`src/rtl/vector_div_seq_pkg.sv`:
```
// Shared types and default sizing for the sequential vector divider.
package vector_div_seq_pkg;

  localparam int unsigned DEF_N_BITS = 32;
  localparam int unsigned DEF_N_ELEM = 16;

  typedef enum logic [2:0] {
    IDLE,
    LOAD,
    DIV,
    HOLD,
    DONE
  } state_t;

endpackage

```
`src/rtl/divide_num.sv`:
```
// Combinational sign-magnitude divider; a zero divisor magnitude saturates the quotient magnitude.
module divide_num #(
  parameter int unsigned N_BITS_DIVISOR  = 32,
  parameter int unsigned N_BITS_DIVIDEND = 32,
  parameter int unsigned N_BITS_QUOTIENT = 32
) (
  input  logic [N_BITS_DIVIDEND-1:0] dividend,
  input  logic [N_BITS_DIVISOR-1:0]  divisor,
  output logic [N_BITS_QUOTIENT-1:0] quotient_c
);

  localparam int unsigned DM_W = N_BITS_DIVIDEND - 1;
  localparam int unsigned VM_W = N_BITS_DIVISOR - 1;
  localparam int unsigned QM_W = N_BITS_QUOTIENT - 1;
  localparam int unsigned CW   = (DM_W > VM_W) ? DM_W : VM_W;

  logic [CW-1:0]   a_mag;
  logic [CW-1:0]   b_mag;
  logic [CW-1:0]   q_full;
  logic [QM_W-1:0] q_mag;
  logic            q_sign;

  always_comb begin
    a_mag  = CW'(dividend[DM_W-1:0]);
    b_mag  = CW'(divisor[VM_W-1:0]);
    q_sign = dividend[N_BITS_DIVIDEND-1] ^ divisor[N_BITS_DIVISOR-1];
    q_full = '0;
    q_mag  = '1;
    if (b_mag != '0) begin
      q_full = a_mag / b_mag;
      q_mag  = QM_W'(q_full);
    end
    quotient_c = {q_sign, q_mag};
  end

endmodule

```
`src/rtl/vector_div_seq.sv`:
```
// Divides a stream of N_ELEM sign-magnitude dividends by one latched divisor,
// one element per LOAD/DIV/HOLD pass with valid/ready handshakes on both sides.
module vector_div_seq
  import vector_div_seq_pkg::*;
#(
  parameter int unsigned N_BITS = DEF_N_BITS,
  parameter int unsigned N_ELEM = DEF_N_ELEM
) (
  input  logic              clk,
  input  logic              rst_n,
  input  logic              start,
  input  logic [N_BITS-1:0] divisor,
  input  logic              in_valid,
  output logic              in_ready,
  input  logic [N_BITS-1:0] in_data,
  output logic              out_valid,
  input  logic              out_ready,
  output logic [N_BITS-1:0] out_data,
  output logic              out_last,
  output logic              busy,
  output logic              done,
  output logic              div_zero
);

  localparam int unsigned IDX_W = (N_ELEM > 1) ? $clog2(N_ELEM) : 1;
  localparam logic [IDX_W-1:0] LAST_IDX = IDX_W'(N_ELEM - 1);

  state_t            state, state_n;
  logic [IDX_W-1:0]  cnt, cnt_n;
  logic [N_BITS-1:0] divisor_q;
  logic [N_BITS-1:0] dividend_q;
  logic [N_BITS-1:0] quotient_c;
  logic              latch_start;
  logic              load_en;
  logic              cap_en;

  divide_num #(
    .N_BITS_DIVISOR  (N_BITS),
    .N_BITS_DIVIDEND (N_BITS),
    .N_BITS_QUOTIENT (N_BITS)
  ) u_div (
    .dividend   (dividend_q),
    .divisor    (divisor_q),
    .quotient_c (quotient_c)
  );

  // Next-state, counter and register-enable decode
  always_comb begin
    state_n     = state;
    cnt_n       = cnt;
    latch_start = 1'b0;
    load_en     = 1'b0;
    cap_en      = 1'b0;
    case (state)
      IDLE: begin
        if (start) begin
          latch_start = 1'b1;
          cnt_n       = '0;
          state_n     = LOAD;
        end
      end
      LOAD: begin
        if (in_valid && in_ready) begin
          load_en = 1'b1;
          state_n = DIV;
        end
      end
      DIV: begin
        cap_en  = 1'b1;
        state_n = HOLD;
      end
      HOLD: begin
        if (out_valid && out_ready) begin
          if (cnt == LAST_IDX) begin
            state_n = DONE;
          end else begin
            cnt_n   = cnt + IDX_W'(1);
            state_n = LOAD;
          end
        end
      end
      DONE:    state_n = IDLE;
      default: state_n = IDLE;
    endcase
  end

  // Status outputs are registered from the next state so they line up with it
  always_ff @(posedge clk or negedge rst_n) begin
    if (!rst_n) begin
      state      <= IDLE;
      cnt        <= '0;
      divisor_q  <= '0;
      dividend_q <= '0;
      out_data   <= '0;
      div_zero   <= 1'b0;
      done       <= 1'b0;
      out_valid  <= 1'b0;
      out_last   <= 1'b0;
      in_ready   <= 1'b0;
      busy       <= 1'b0;
    end else begin
      state <= state_n;
      cnt   <= cnt_n;
      if (latch_start) begin
        divisor_q <= divisor;
        div_zero  <= (divisor[N_BITS-2:0] == '0);
      end
      if (load_en) begin
        dividend_q <= in_data;
      end
      if (cap_en) begin
        out_data <= quotient_c;
      end
      in_ready  <= (state_n == LOAD);
      out_valid <= (state_n == HOLD);
      out_last  <= (state_n == HOLD) && (cnt_n == LAST_IDX);
      busy      <= (state_n != IDLE);
      done      <= (state_n == DONE);
    end
  end

endmodule

```
`config.mk`:
```
export PLATFORM = sky130hd
export DESIGN_NAME = vector_div_seq
export DESIGN_NICKNAME = d
export VERILOG_FILES = /design/src/rtl/vector_div_seq_pkg.sv /design/src/rtl/divide_num.sv /design/src/rtl/vector_div_seq.sv
export SDC_FILE = /design/constraint.sdc
export NUM_CORES = 2
export LEC_CHECK = 0
export ABC_CLOCK_PERIOD_IN_PS = 70100
export CAP_MARGIN = 20
export CELL_PAD_IN_SITES_DETAIL_PLACEMENT = 1
export CELL_PAD_IN_SITES_GLOBAL_PLACEMENT = 2
export CORE_ASPECT_RATIO = 1.25
export CORE_UTILIZATION = 39
export DETAILED_ROUTE_END_ITERATION = 10
export DONT_BUFFER_PORTS = 1
export HOLD_SLACK_MARGIN = 0.08
export PLACE_DENSITY_LB_ADDON = 0.2
export SLEW_MARGIN = 20
export SYNTH_ARGS = -nofsm -noshare
export SYNTH_HDL_FRONTEND = slang
export SYNTH_SLANG_ARGS = --single-unit
```
`constraint.sdc`:
```
create_clock -name clk -period 70.1 [get_ports clk]
set_input_delay 0 -clock clk [delete_from_list [all_inputs] [get_ports clk]]
set_output_delay 0 -clock clk [all_outputs]
set_load 0.01 [all_outputs]
```
# Yosys cells after proc, flatten, opt, wreduce, memory -nomap -nowiden
# Cells that the tools add are included.
# op_classes
addsub,1
div_mod_pow,1
n_eq_ne,8
n_mux,15
n_bitwise,1
reduce_logical,7
# ops
cell,count
$div A31 B31 Y31,1
$logic_not A31 Y1,1
$mux W31,1
$reduce_bool A31 Y1,1
$mux W3,4
$mux W4,3
$pmux W3 S4,1
$eq A3 B2 Y1 const B,3
$eq A4 B4 Y1 const B,2
$pmux W4 S2,1
$eq A3 B1 Y1 const B,2
$mux W1,5
$add A4 B1 Y4 const B,1
$eq A3 B3 Y1 const B,1
$logic_and A1 B1 Y1,3
$logic_not A3 Y1,1
$reduce_bool A3 Y1,1
$xor A1 B1 Y1,1
# word_totals
regBits,109
out_inout_bits,38

# Logic depth before layout (Yosys ltp)
# logic_depth
depth_word,6
mapped_depth,317
depth_no_buf,294

# Modules after synthesis
# A second synthesis with hierarchy kept.
# unflattened
hier_cells,4383
area_unflattened_um2,31991.9
# by_module_without_submodules
module,n_inst,cells_each,area_per_inst_um2,seq_area_each_um2
divide_num,1,4041,27577.7,0.0
vector_div_seq,1,342,4414.2,2727.6

# Least setup slack after synthesis
# No wires, ideal clock.
# synth_timing
path_type,flip-flop to flip-flop
startpoint,reg divisor_q[0]
endpoint,reg out_data[0]
setup_time_ns,0.119
arrival_ns,63.938
required_ns,69.981
slack_ns,6.043
stages_incl_launch_ff,288
n_path_buf,38
period_less_slack_ns,64.057
cell_sequence,dfrtp_1 -> inv_1 -> ha_1 -> inv_1 -> nor4_1 -> a2bb2oi_1 -> ha_1 -> o21ai_0 -> a21oi_1 -> nand4_1 -> nor3b_1 -> a21o_1 -> ha_1 -> o211ai_1 -> nand2_1 -> and3_1 -> nor4b_1 -> nor2_1 -> [... 252 more ...] -> clkbuf_1 -> clkbuf_1 -> o21ai_0 -> a2bb2oi_1 -> ha_1 -> a21o_1 -> a21o_1 -> a21o_1 -> a21o_1 -> a21oi_1 -> nor2b_1 -> o21ai_0 -> nand2b_1 -> a221oi_1 -> o21ai_0 -> a221oi_1 -> o21ai_0 -> o21a_1
# synth_between
elab_chain_len,2
word_cells_on_any_way,3
cone_classes,1 x div; 1 x mux; 1 x reduce/logical
# synth_rtl
element,line_no,rtl
start: declaration,vector_div_seq.sv:30,logic [N_BITS-1:0] divisor_q;
start signal: assignment,vector_div_seq.sv:105,divisor_q <= divisor;
$div A31 B31 Y31 or $reduce_bool A31 Y1 (tied branches),"divide_num.sv:30, divide_num.sv:29",
$mux W31 (*),divide_num.sv:29,if (b_mag != '0) begin
end signal: assignment,vector_div_seq.sv:112,out_data <= quotient_c;
end: declaration,vector_div_seq.sv:18,"output logic [N_BITS-1:0] out_data,"
# Every way passes the cells marked *; elsewhere a longest branch is shown, timed or not.
# A chain may end at the register's enable or synchronous reset.

# Final worst setup path
# layout_timing
startpoint,reg divisor_q[13]
endpoint,reg out_data[0]
# The elaborated chain is that of the path after synthesis.

==> summary.md <==
| Metric | Value |
|---|---|
| Fin crit share | 95.37% |
| Initial Utilization | 39.31% |
| Setup violators final | 0 |
| Layout cell share with drive strength beyond 1 | 10.96% |
| Clk slew on worst S/H paths | 0.09 ns |
| Port-buffer cells | 0 |
| Arrival @ worst endpoint | 67.16 ns |
| Synth Flop Type | dfrtp_1 |
| Routed vias/inst | 6.441 |
| Worst hold path class | in2reg |
| Site Rows | 117 |
| Slowest CP cell | or4_1 |
| Total track usage | 36.53% |
| Status | finished clean |
| Setup CP Type | reg2reg |
| Htree depth | 3 |
| Core area | 81250 um^2 |
| Die height | 322.0 um |
| CP dominant cell by count | ha_1 |
| Clock Tree Root | clkbuf_16 |
| Unique cell type count in the Yosys netlist | 99 |
| Max-cap violations | 0 |
| WL/cell | 27.63 um |
| DR vias | 36610 |
| Clk sinks | 109 |
| Fin. Hold Viols | 0 |
| Post-DP HPWL | 124800 um |
| Vias in the first global route | 36890 |
| NumNets Final | 5171 |
| Async SR Flop Fraction | 100.0% |
| #FFs+latches synth | 109 |
| Starting DRT DRC Count | 2536 |
| Delay of the slowest critical-path stage | 0.63 ns |
| CP max FO | 34 |
| Die Area | 83050 um^2 |
| Post-synth net total | 5052 |
| Post-Syn Area | 31940 um^2 |
| Detail Route Antenna Nets | 0 |
| Largest net degree at the start of global routing | 110 |
| Min Tclk post-route | 66.85 ns |
| Skew final | 0.01445 ns |
| Fmax | 14.96 MHz |
| Crit. End Element | flop |
| Relative slew slack | 28.00% |
| Synth Instances | 4485 |
| Die W | 258.0 um |
| Area Growth Syn to Fin | 12.39% |
| Initial antenna violation count | 5 |
| Clock tree buffer depth | 2 |
| Ys Warns | 0 |
| Max Slew Vio Count | 0 |
| GPL Wtd Cong | 1.015 |
| Sequential-to-total area share from yosys stat | 8.540% |
| Worst-Skew Late Latency | 0.41 ns |
| CTS Buf Count | 9 |
| CTS tree | done |
| Io pins | 107 |
| Fin area | 35900 um^2 |
| Post-synth EDFFs | 0 |
| DR pass1 iterations | 5 |
| First-pass GRT wire length | 230200 um |
| Post-DP Area | 33860 um^2 |
| DRC violations left | 0 |
| Final hold slack | 0.1177 ns |
| Most frequent cells in the layout | 504 x nand2_1, 498 x ha_1, 442 x nor2_1 |
| Commonest non-fill, non-tap cell in the layout | nand2_1 |
| WP data required | 70.41 ns |
| Slew @ Worst Pin | 1.070 ns |
| Gr ovfl total | 0 |
| Syn avg cell area | 7.122 um^2 |
| Crit start category | flop |
| Post-Route WL | 157100 um |
final cells by class:
cell class | count | area, um^2
tap | 1071 | 1340
clock buffer | 9 | 225.2
multi-input combinational | 4064 | 28730
sequential | 109 | 2728
clock inverter | 7 | 58.81
fill | 10350 | 45350
inverter | 165 | 633.1
timing repair buffer | 255 | 2172
antenna | 4 | 10.01
worst max-delay path: cells and delay by family, from the launching register on:
kind	cells	cell delay (ns)
buffers and inverters	27	5.33
muxes	4	1.42
and+or+nand+nor	95	19.72
DFF	1	0.46
adders and majority gates	30	9.23
AOI/OAI and AO/OA	134	30.03
xor gates and xnor gates	2	0.45
cells in the mapped netlist, drive strengths merged (17+ instances only):
cell	instances	area (um^2)
buf	32	148.9
a211oi	55	417.9
and2	41	256.5
o21a	97	728.2
a31oi	67	419.2
or3	50	317.8
and3	39	244.0
ha	498	6231
o21bai	32	240.2
o211ai	63	473.0
xor2	130	1139
nand2	510	1917
o31ai	26	209.0
nand2b	48	300.3
nor3	149	768.2
nor2	451	1693
dfrtp	109	2728
xnor2	192	1682
mux2	86	979.7
or2	40	250.2
a221o	17	170.2
nand4	43	269.0
a2111oi	19	172.7
clkbuf	116	436.7
o2111ai	20	175.2
nand3	128	645.6
a21oi	370	1859
mux2i	29	290.3
and4	19	166.4
a21o	167	1261
a31o	19	183.9
a21boi	23	183.9
o21ai	285	1430
nor4	46	312.8
nor2b	42	262.8
inv	163	611.8
per-layer routing:
metal	GRT usage [%]	wire, um	vias up
met1	42.72	63280	18020
met4	19.45	9846	4
met5	0	20	-
met2	65.16	76100	1189
li1	-	-	16980
met3	3.754	7823	415
cells by family after synthesis:
family	count (synthesis)	synth area share, %
buf+inv	313	3.772
simple gates	1653	24.42
fa+ha+maj	498	19.51
xor+xnor	322	8.830
compound gates	1475	30.96
flops	109	8.540
mux	115	3.976
what timing repair did:
item	CTS	global route
gates cloned	0	2
setup endpoints to repair	2	2
hold buffers	70	0
resized for setup	47	116
pin swaps	1	22
buffers inserted	2	36
endpoints found under the hold margin	180	0
flip-flops by register name, summed over array words and instances (netlist names):
name,count
out_last,1
out_valid,1
in_ready,1
out_data,32
busy,1
state,3
divisor_q,32
done,1
div_zero,1
cnt,4
dividend_q,32
metrics by stage:
step / setup WS [ns] / std cells / setup TNS (ns) / utilization (%)
after floorplan: 6.043 / 4485 / 0 / -
after global placement: -3.637 / 5553 / -4.827 / 41.67
after detailed placement: -4.361 / 5553 / -6.250 / 41.68
after CTS: 0.04893 / 5641 / 0 / 43.15
after global routing: -0.3491 / 5680 / -0.3491 / 44.17
final: 3.247 / 5684 / 0 / 44.19
worst paths after layout:
check | endpoint | startpoint | depth (start not counted) | slack (ns)
worst max register to register | out_data[0] | divisor_q[13] | 292 | 3.25
worst min-delay path | state[0] | start | 3 | 0.12
worst min register to register | dividend_q[31] | dividend_q[31] | 1 | 0.54
min in group asynchronous | out_data[22] | rst_n | 2 | 0.18
max in group asynchronous | divisor_q[13] | rst_n | 2 | 69.38
worst max-delay path | out_data[0] | divisor_q[13] | 292 | 3.25
Power is left out: the tool's default activity adds up to more than one toggle a clock period on the data nets, which glitch-free logic cannot reach.
